[src/rtl/cordic_iter_unit.sv]
// cordic_iter_unit: iterative CORDIC engine, one micro-rotation per clock.
// Supports rotation (drive Z to 0) and vectoring (drive Y to 0) modes.
// Quadrant pre-rotation at accept extends coverage to the full circle.
// Optional gain correction by K is applied, then X/Y/Z saturate to N bits.
//
// Handshake: a transfer happens on a rising edge where valid and ready are both high.
// in_ready is high only in IDLE.
// out_valid rises when a result is registered and holds, with xo/yo/zo/ovf stable, until out_ready.
module cordic_iter_unit #(
  parameter int N         = 32,
  parameter int FRAC      = 28,
  parameter int ITER      = 16,
  parameter int GAIN_CORR = 1
) (
  input  logic         clk,
  input  logic         rst_n,
  input  logic         in_valid,
  output logic         in_ready,
  input  logic         rot_vec,
  input  logic [N-1:0] xi,
  input  logic [N-1:0] yi,
  input  logic [N-1:0] zi,
  output logic         out_valid,
  input  logic         out_ready,
  output logic [N-1:0] xo,
  output logic [N-1:0] yo,
  output logic [N-1:0] zo,
  output logic         ovf
);

  // Constants are tabulated at 28 fractional bits and rescaled to FRAC.
  localparam int UP = (FRAC >= 28) ? FRAC - 28 : 0;
  localparam int DN = (FRAC < 28) ? 28 - FRAC : 0;

  localparam logic [63:0] HALF_PI_W = (64'd421657428 << UP) >> DN;
  localparam logic [63:0] K_W       = (64'd163008218 << UP) >> DN;

  localparam logic signed [N:0]       HALF_PI = (N+1)'(HALF_PI_W);
  localparam logic signed [2*N+3:0]   K_EXT   = (2*N+4)'(K_W);
  localparam logic [4:0]              LAST    = 5'(ITER - 1);

  typedef enum logic [1:0] {
    S_IDLE = 2'd0,
    S_ITER = 2'd1,
    S_CORR = 2'd2,
    S_DONE = 2'd3
  } state_t;

  state_t state;

  logic signed [N+1:0] x_r, y_r;
  logic signed [N:0]   z_r;
  logic                mode_r;
  logic [4:0]          cnt;

  // atan(2^-i) in radians, 28 fractional bits, rescaled to FRAC.
  function automatic logic signed [N:0] atan_val(input logic [4:0] idx);
    logic [63:0] t;
    case (idx)
      5'd0:  t = 64'd210828714;
      5'd1:  t = 64'd124459457;
      5'd2:  t = 64'd65760959;
      5'd3:  t = 64'd33381290;
      5'd4:  t = 64'd16755422;
      5'd5:  t = 64'd8385879;
      5'd6:  t = 64'd4193963;
      5'd7:  t = 64'd2097109;
      5'd8:  t = 64'd1048571;
      5'd9:  t = 64'd524287;
      5'd10: t = 64'd262144;
      5'd11: t = 64'd131072;
      5'd12: t = 64'd65536;
      5'd13: t = 64'd32768;
      5'd14: t = 64'd16384;
      5'd15: t = 64'd8192;
      5'd16: t = 64'd4096;
      5'd17: t = 64'd2048;
      5'd18: t = 64'd1024;
      5'd19: t = 64'd512;
      5'd20: t = 64'd256;
      5'd21: t = 64'd128;
      5'd22: t = 64'd64;
      5'd23: t = 64'd32;
      5'd24: t = 64'd16;
      5'd25: t = 64'd8;
      5'd26: t = 64'd4;
      5'd27: t = 64'd2;
      default: t = 64'd0;
    endcase
    return (N+1)'((t << UP) >> DN);
  endfunction

  // Clamp a wide value to N bits; the top bit of the return is the saturation flag.
  function automatic logic [N:0] sat(input logic signed [2*N+3:0] v);
    logic [N+4:0] hi;
    hi = v[2*N+3:N-1];
    if (hi == '0 || hi == '1) return {1'b0, v[N-1:0]};
    else                      return {1'b1, v[2*N+3], {(N-1){~v[2*N+3]}}};
  endfunction

  // Quadrant pre-rotation of the incoming operands.
  logic signed [N+1:0] xi_e, yi_e, x0, y0;
  logic signed [N:0]   zi_e, z0;
  always_comb begin
    xi_e = {{2{xi[N-1]}}, xi};
    yi_e = {{2{yi[N-1]}}, yi};
    zi_e = {zi[N-1], zi};
    x0   = xi_e;
    y0   = yi_e;
    z0   = zi_e;
    if (!rot_vec) begin
      if (zi_e > HALF_PI) begin
        x0 = -yi_e;
        y0 = xi_e;
        z0 = zi_e - HALF_PI;
      end else if (zi_e < -HALF_PI) begin
        x0 = yi_e;
        y0 = -xi_e;
        z0 = zi_e + HALF_PI;
      end
    end else if (xi_e[N+1]) begin
      if (!yi_e[N+1]) begin
        x0 = yi_e;
        y0 = -xi_e;
        z0 = zi_e + HALF_PI;
      end else begin
        x0 = -yi_e;
        y0 = xi_e;
        z0 = zi_e - HALF_PI;
      end
    end
  end

  // One micro-rotation step on the current state.
  logic                d_pos;
  logic signed [N+1:0] xs, ys, x_n, y_n;
  logic signed [N:0]   at, z_n;
  always_comb begin
    d_pos = mode_r ? y_r[N+1] : ~z_r[N];
    xs    = x_r >>> cnt;
    ys    = y_r >>> cnt;
    at    = atan_val(cnt);
    if (d_pos) begin
      x_n = x_r - ys;
      y_n = y_r + xs;
      z_n = z_r - at;
    end else begin
      x_n = x_r + ys;
      y_n = y_r - xs;
      z_n = z_r + at;
    end
  end

  // Gain correction (floor of the full product) followed by saturation.
  logic signed [2*N+3:0] x_ext, y_ext, z_ext, x_w, y_w;
  logic [N:0]            x_s, y_s, z_s;
  always_comb begin
    x_ext = {{(N+2){x_r[N+1]}}, x_r};
    y_ext = {{(N+2){y_r[N+1]}}, y_r};
    z_ext = {{(N+3){z_r[N]}}, z_r};
    if (GAIN_CORR != 0) begin
      x_w = (x_ext * K_EXT) >>> FRAC;
      y_w = (y_ext * K_EXT) >>> FRAC;
    end else begin
      x_w = x_ext;
      y_w = y_ext;
    end
    x_s = sat(x_w);
    y_s = sat(y_w);
    z_s = sat(z_ext);
  end

  // Control FSM with registered handshake and result outputs.
  always_ff @(posedge clk or negedge rst_n) begin
    if (!rst_n) begin
      state     <= S_IDLE;
      in_ready  <= 1'b1;
      out_valid <= 1'b0;
      xo        <= '0;
      yo        <= '0;
      zo        <= '0;
      ovf       <= 1'b0;
      x_r       <= '0;
      y_r       <= '0;
      z_r       <= '0;
      mode_r    <= 1'b0;
      cnt       <= '0;
    end else begin
      case (state)
        S_IDLE: begin
          if (in_valid && in_ready) begin
            x_r      <= x0;
            y_r      <= y0;
            z_r      <= z0;
            mode_r   <= rot_vec;
            cnt      <= '0;
            in_ready <= 1'b0;
            state    <= S_ITER;
          end
        end
        S_ITER: begin
          x_r <= x_n;
          y_r <= y_n;
          z_r <= z_n;
          cnt <= cnt + 5'd1;
          if (cnt == LAST) state <= S_CORR;
        end
        S_CORR: begin
          xo        <= x_s[N-1:0];
          yo        <= y_s[N-1:0];
          zo        <= z_s[N-1:0];
          ovf       <= x_s[N] | y_s[N] | z_s[N];
          out_valid <= 1'b1;
          state     <= S_DONE;
        end
        S_DONE: begin
          if (out_ready) begin
            out_valid <= 1'b0;
            in_ready  <= 1'b1;
            state     <= S_IDLE;
          end
        end
        default: state <= S_IDLE;
      endcase
    end
  end

endmodule

[config.mk]
export PLATFORM = sky130hd
export DESIGN_NAME = cordic_iter_unit
export DESIGN_NICKNAME = d
export VERILOG_FILES = /design/src/rtl/cordic_iter_unit.sv
export SDC_FILE = /design/constraint.sdc
export NUM_CORES = 2
export LEC_CHECK = 0
export BUFFER_PORTS_ARGS = -buffer_cell sky130_fd_sc_hd__buf_2
export CAP_MARGIN = 0
export CORE_AREA = 10 10 571 293
export CTS_CLUSTER_SIZE = 20
export DETAILED_ROUTE_END_ITERATION = 16
export DIE_AREA = 0 0 581 303
export SETUP_SLACK_MARGIN = 0.05
export SLEW_MARGIN = 15
export SYNTH_ARGS = -nofsm -noshare
export SYNTH_HDL_FRONTEND = slang
export SYNTH_SLANG_ARGS = --single-unit
[constraint.sdc]
create_clock -name clk -period 19.33 [get_ports clk]
set_input_delay 0.9665 -clock clk [delete_from_list [all_inputs] [get_ports clk]]
set_output_delay 0.9665 -clock clk [all_outputs]
set_load 0.005 [all_outputs]
Word level (Yosys, flattened, before mapping)
Memory sizes are Yosys's and may differ from the RTL's. Index checks and enable logic that the tools add are counted.

Shifts and indexed selects: 2. Order comparisons: 2. $mul: 2. Mux-type cells: 39. Eq/ne operators: 10. Div/mod/pow operators: 0. Reductions and logical operators: 16. $add $sub $neg: 11. Bitwise logic cells: 5.

Operators with widths (number): $mux W34 (14); $mux W33 (10); $pmux W34 S2 (2); $mul A34 B28 Y62 const B (2); $eq A37 B37 Y1 const B (3); $logic_not A37 Y1 (3); $add A34 B34 Y34 (2); $neg A32 Y34 (2); $sshr A34 B5 Y34 (2); $sub A34 B34 Y34 (2); $pmux W33 S2 (1); $add A32 B30 Y33 const B (1); $add A33 B33 Y33 (1); $sub A32 B30 Y33 const B (1); $sub A33 B33 Y33 (1); $gt A32 B30 Y1 const B (1); $lt A32 B30 Y1 const B (1); $pmux W5 S2 (1); $pmux W2 S4 (1); $mux W2 (3); $ne A2 B2 Y1 const B (3); $reduce_and A2 Y1 (3); $reduce_and A3 Y1 (2); $reduce_bool A2 Y1 (3); other kinds (12) (22).

Output and inout bits: 99. Bits in latches: 0. Memory bits (writable): 0. Memories kept: 1. Input port bits: 101. Bits in registers: 208. ROM bits: 896.

Memory list: (name not given) (depth 32, bits a word 28, rd ports 1, clocked after Yosys merged registers in 0, wr ports 0, RTL line 59) `case (idx)`.

Longest topological paths before layout
Depth after elaboration: 6. Mapped depth: 31.

Worst setup path before layout
OpenSTA, ideal clock, no wires.

Path kind: flip-flop to flip-flop. Start point: reg x_r[33]. End point: reg xo[10]. Path slack: 11.777 ns. Data arrival time: 7.434 ns. Clock period less this slack: 7.553 ns. Required time: 19.211 ns. Stages on the path, launching flop included: 26. Path buffers: 1. Cell sequence: dfrtp_1 -> ha_1 -> inv_1 -> fa_1 -> inv_1 -> fa_1 -> fa_1 -> inv_1 -> fa_1 -> fa_1 -> inv_1 -> fa_1 -> inv_1 -> ha_1 -> nand2_1 -> or3_1 -> o221a_2 -> o21ai_0 -> a21oi_1 -> o21a_1 -> o41ai_1 -> xnor2_1 -> mux2_2 -> clkbuf_1 -> a21oi_1 -> nor2_1.

Cells in the longest elaborated chain, start to end: 4. Elaborated cells on any way between the ends: 6.

RTL lines: from (decl) (RTL line 51) `logic signed [N+1:0] x_r, y_r;`; from (signal assigned) (RTL line 202) `x_r <= x_n;`; $mul A34 B28 Y62 * (RTL line 162) `x_w = (x_ext * K_EXT) >>> FRAC;`; $eq A37 B37 Y1 / $logic_not A37 Y1 (equally long branches) (RTL line 97) `if (hi == '0 || hi == '1) return {1'b0, v[N-1:0]};`; $logic_or A1 B1 Y1 (RTL line 97); $mux W33 * (RTL line 97); to (signal assigned) (RTL line 209) `xo <= x_s[N-1:0];`; to (decl) (RTL line 25) `output logic [N-1:0] xo,`.

Mark *: on every way between the ends. The rest lies on a longest branch, timed or not. A chain may end at the register's enable or synchronous reset.

Worst setup path in the final report
Start point: reg x_r[13]. End point: reg ovf.

Cells in the longest elaborated chain, start to end: 6. Elaborated cells on any way between the ends: 7.

RTL lines: $mul A34 B28 Y62 * (RTL line 162); $eq A37 B37 Y1 / $logic_not A37 Y1 (equally long branches) (RTL line 97); $logic_or A1 B1 Y1 * (RTL line 97); $mux W33 * (RTL line 97); $or A1 B1 Y1 * (2 in series) (RTL line 212) `ovf <= x_s[N] | y_s[N] | z_s[N];`; to (signal assigned) (RTL line 212); to (decl) (RTL line 28) `output logic ovf`.

Marks and branches as above.

==> impl_metrics.toml <==
[routing]
routed_wl_mm = 220
wire_per_inst_um = 23.2
dr.pass1.iters = 7
via_per_inst = 5.50
drc_errors = 0
drtIter0Drc = 4794
ant_nets = 0
dr_total_vias = 52100

[cells_and_area]
register_area_mm2 = 0.00522
nFillCells = 15800
final_cell_mix = "inv_1, fa_1, ha_1"
drive_gt1_frac = 0.0688
syn_to_final_growth_pct = 6.44
instances_no_fill = 9471
layout_commonest_cell = "inv_1"
multi_input_area_mm2 = 0.0500
final_cell_area_mm2 = 0.0667
fin_nets = 9068

[sta]
hold_slack_ns = 0.259
max_freq_ghz = 0.105
hold_viol_final = 0
min_period_over_period = 0.492
tightest_slew_ns = 1.27
relSlewSlack = 0.152
setup_tns_ns = 0
slew_violations = 0
skew_ns = 0.0329
rsz0062_at_grt = "false"
setup_viol = 0
finalCriticalPeriod_ns = 9.51

[pwr]
netSwitchingPower_mw = 6.32
vdd_drop_max_mv = 0.245
p_leak_nw = 33.0
internal_power_mw = 4.59
swShare = 0.580
p_per_area_mw_per_mm2 = 164
power_frac_comb = 0.904
p_total_mw = 10.9
power.sequential.fraction = 0.043
power_frac_clock = 0.052

[cts]
clock_sinks = 208
path_clk_slew_ns = 0.07
insertion_delay_ns = 0.67
cts_made_buffers = 27
ctsHoldBuffers = 0
h-tree-depth = 1
ctsResizeCount = 0
cts_root_buffer = "clkbuf_16"
cts_setup_buffers = 0
clk_path_buf_depth = 3
cts_tree = "built"

[status]
outcome = "finished clean"

[floorplan]
die_area_mm2 = 0.176
chipWidth_um = 581
io_pins = 200
die_y_um = 303
core_area_mm2 = 0.157
rows = 103
start_util = 0.399

[logic_synthesis]
synth-adder-area-share = 0.441
syn_inst = 7337
syn_area_per_cell_um2 = 8.54
synth_fp_nets = 9081
synth-async-reset-ratio = 1.00
synth_ff_type = "dfrtp_1"
synth_top_family_by_area = "adder cells"
ys_seq_elements = 208
yosys.area_share.simple = 0.102
synth-compound-area-share = 0.157
muxShareOfSynthArea = 0.0456
ys_types = 95
synth-edff-count = 0
synth-xor-area-share = 0.0509
syn_area_mm2 = 0.0626
seq_area_frac_synth = 0.0831
yosys_warnings = 0

[place]
hpwl_mm = 183
dp_cells = 9395
port_buffers = 199
placed_cell_area_mm2 = 0.0656
gp_congestion = 0.998

[global_route]
grt_usage = 0.246
first_global_vias = 52600
antenna_found_initial = 33
overflow = 0
grt_max_degree = 88
grt_pass1_wl_mm = 336

[setup_path]
crit_type = "reg -> reg"
worstPathArrival_ns = 10.07
start_kind = "flip-flop"
path_max_fanout = 32
critical_path_required_ns = 19.89
worst_setup_path_end_kind = "flip-flop"

[worst_hold_path]
hp-class = "in -> async"

[job]
drv_cap = 0
## worst max-delay path, stage by stage, from the launching register on
cell and delay [ns]:
dfrtp_1 0.77, ha_1 0.33, inv_1 0.16, fa_1 0.51, fa_1 0.54, fa_1 0.53, inv_1 0.06, fa_1 0.49
fa_1 0.56, inv_1 0.05, fa_1 0.47, inv_1 0.04, ha_1 0.31, a211oi_1 0.26, o21ai_0 0.15, a2111oi_0 0.91
o211ai_1 0.26, a31o_2 0.29, a21oi_1 0.30, o311a_1 0.24, nor3_1 0.06, a2111oi_0 0.80, mux2_2 0.81, nand3_1 0.24
o22a_1 0.22
## registers in the layout, indices dropped and copies added, names as in the netlist, 2 cells and up
register	flops
y_r	34
xo	32
x_r	34
yo	32
zo	32
cnt	5
state	2
z_r	33
## per-layer routing
metal	wire length [um]	up-vias	GRT usage
met1	96800	25800	0.345
met5	126	-	0
li1	-	23900	-
met2	96000	2004	0.378
met3	18900	346	0.0484
met4	8370	18	0.0851
## area by class of cell
type | instances | share of cell area
tap | 2100 | 0.0394
sequential | 208 | 0.0783
antenna | 26 | 0.000976
inverter | 1676 | 0.0944
clock inverter | 17 | 0.00340
clock buffer | 33 | 0.0109
timing repair buffer | 270 | 0.0232
multi-input combinational | 5141 | 0.749
## final timing paths
check | start | endpoint | slack, ns | cells after the start
setup / recovery | x_r[13]$_DFFE_PN0P_ | ovf$_DFFE_PN0P_ | 9.82 | 24
hold / removal | rst_n | z_r[7]$_DFFE_PN0P_ | 0.26 | 1
setup reg to reg | x_r[13]$_DFFE_PN0P_ | ovf$_DFFE_PN0P_ | 9.82 | 24
hold reg to reg | xo[4]$_DFFE_PN0P_ | xo[4]$_DFFE_PN0P_ | 0.49 | 2
max in group asynchronous | rst_n | yo[13]$_DFFE_PN0P_ | 16.24 | 4
min in group clk | xo[4]$_DFFE_PN0P_ | xo[4]$_DFFE_PN0P_ | 0.49 | 2
## synth_stat cells (all sizes together) (34+ instances only)
library cell / instances / area, um2
dfrtp: 207 / 5180
and2: 34 / 213
and3: 45 / 282
a21o: 122 / 916
o21a: 44 / 330
nand3: 99 / 495
nor3: 84 / 425
nand2: 446 / 1670
mux4: 85 / 1910
o211ai: 86 / 646
a211oi: 53 / 403
o22a: 35 / 307
or3: 45 / 287
nor2: 442 / 1670
ha: 703 / 8800
fa: 940 / 18800
a21oi: 470 / 2350
buf: 70 / 362
nand4: 40 / 256
o22ai: 56 / 350
xnor2: 207 / 1810
xor2: 157 / 1380
nand2b: 38 / 238
inv: 1673 / 6280
o21bai: 34 / 255
o21ai: 387 / 1940
a31oi: 63 / 394
mux2i: 60 / 601
clkbuf: 242 / 908
## power by group through the flow
stage	sequential, mW	combinational, mW	clock, mW
after floorplan	0.469	7.04	0
after global placement	0.478	9.80	0
after detailed placement	0.479	9.71	0
after CTS	0.470	9.82	0.585
after global routing	0.472	11.1	0.602
final	0.472	9.87	0.572
## stage by stage
| step | util | setup WS, ns |
|---|---|---|
| detailed placement | 0.418 | 9.97 |
| global placement | 0.418 | 10.05 |
| finish | 0.424 | 9.82 |
| floorplan | - | 11.78 |
| CTS | 0.424 | 9.98 |
| global route | 0.424 | 9.34 |
## cell families (layout without fill, tap and decap cells)
kind of cell | Yosys count | after routing
AO/OA/AOI/OAI | 1568 | 1568
XOR/XNOR | 364 | 364
adder cells (fa/ha/maj) | 1643 | 1643
buffers and inverters | 1988 | 1996
flip-flops | 208 | 208
multiplexers | 175 | 175
other | 0 | 26
AND/OR/NAND/NOR | 1391 | 1391
(Power assumes the default switching activity.)
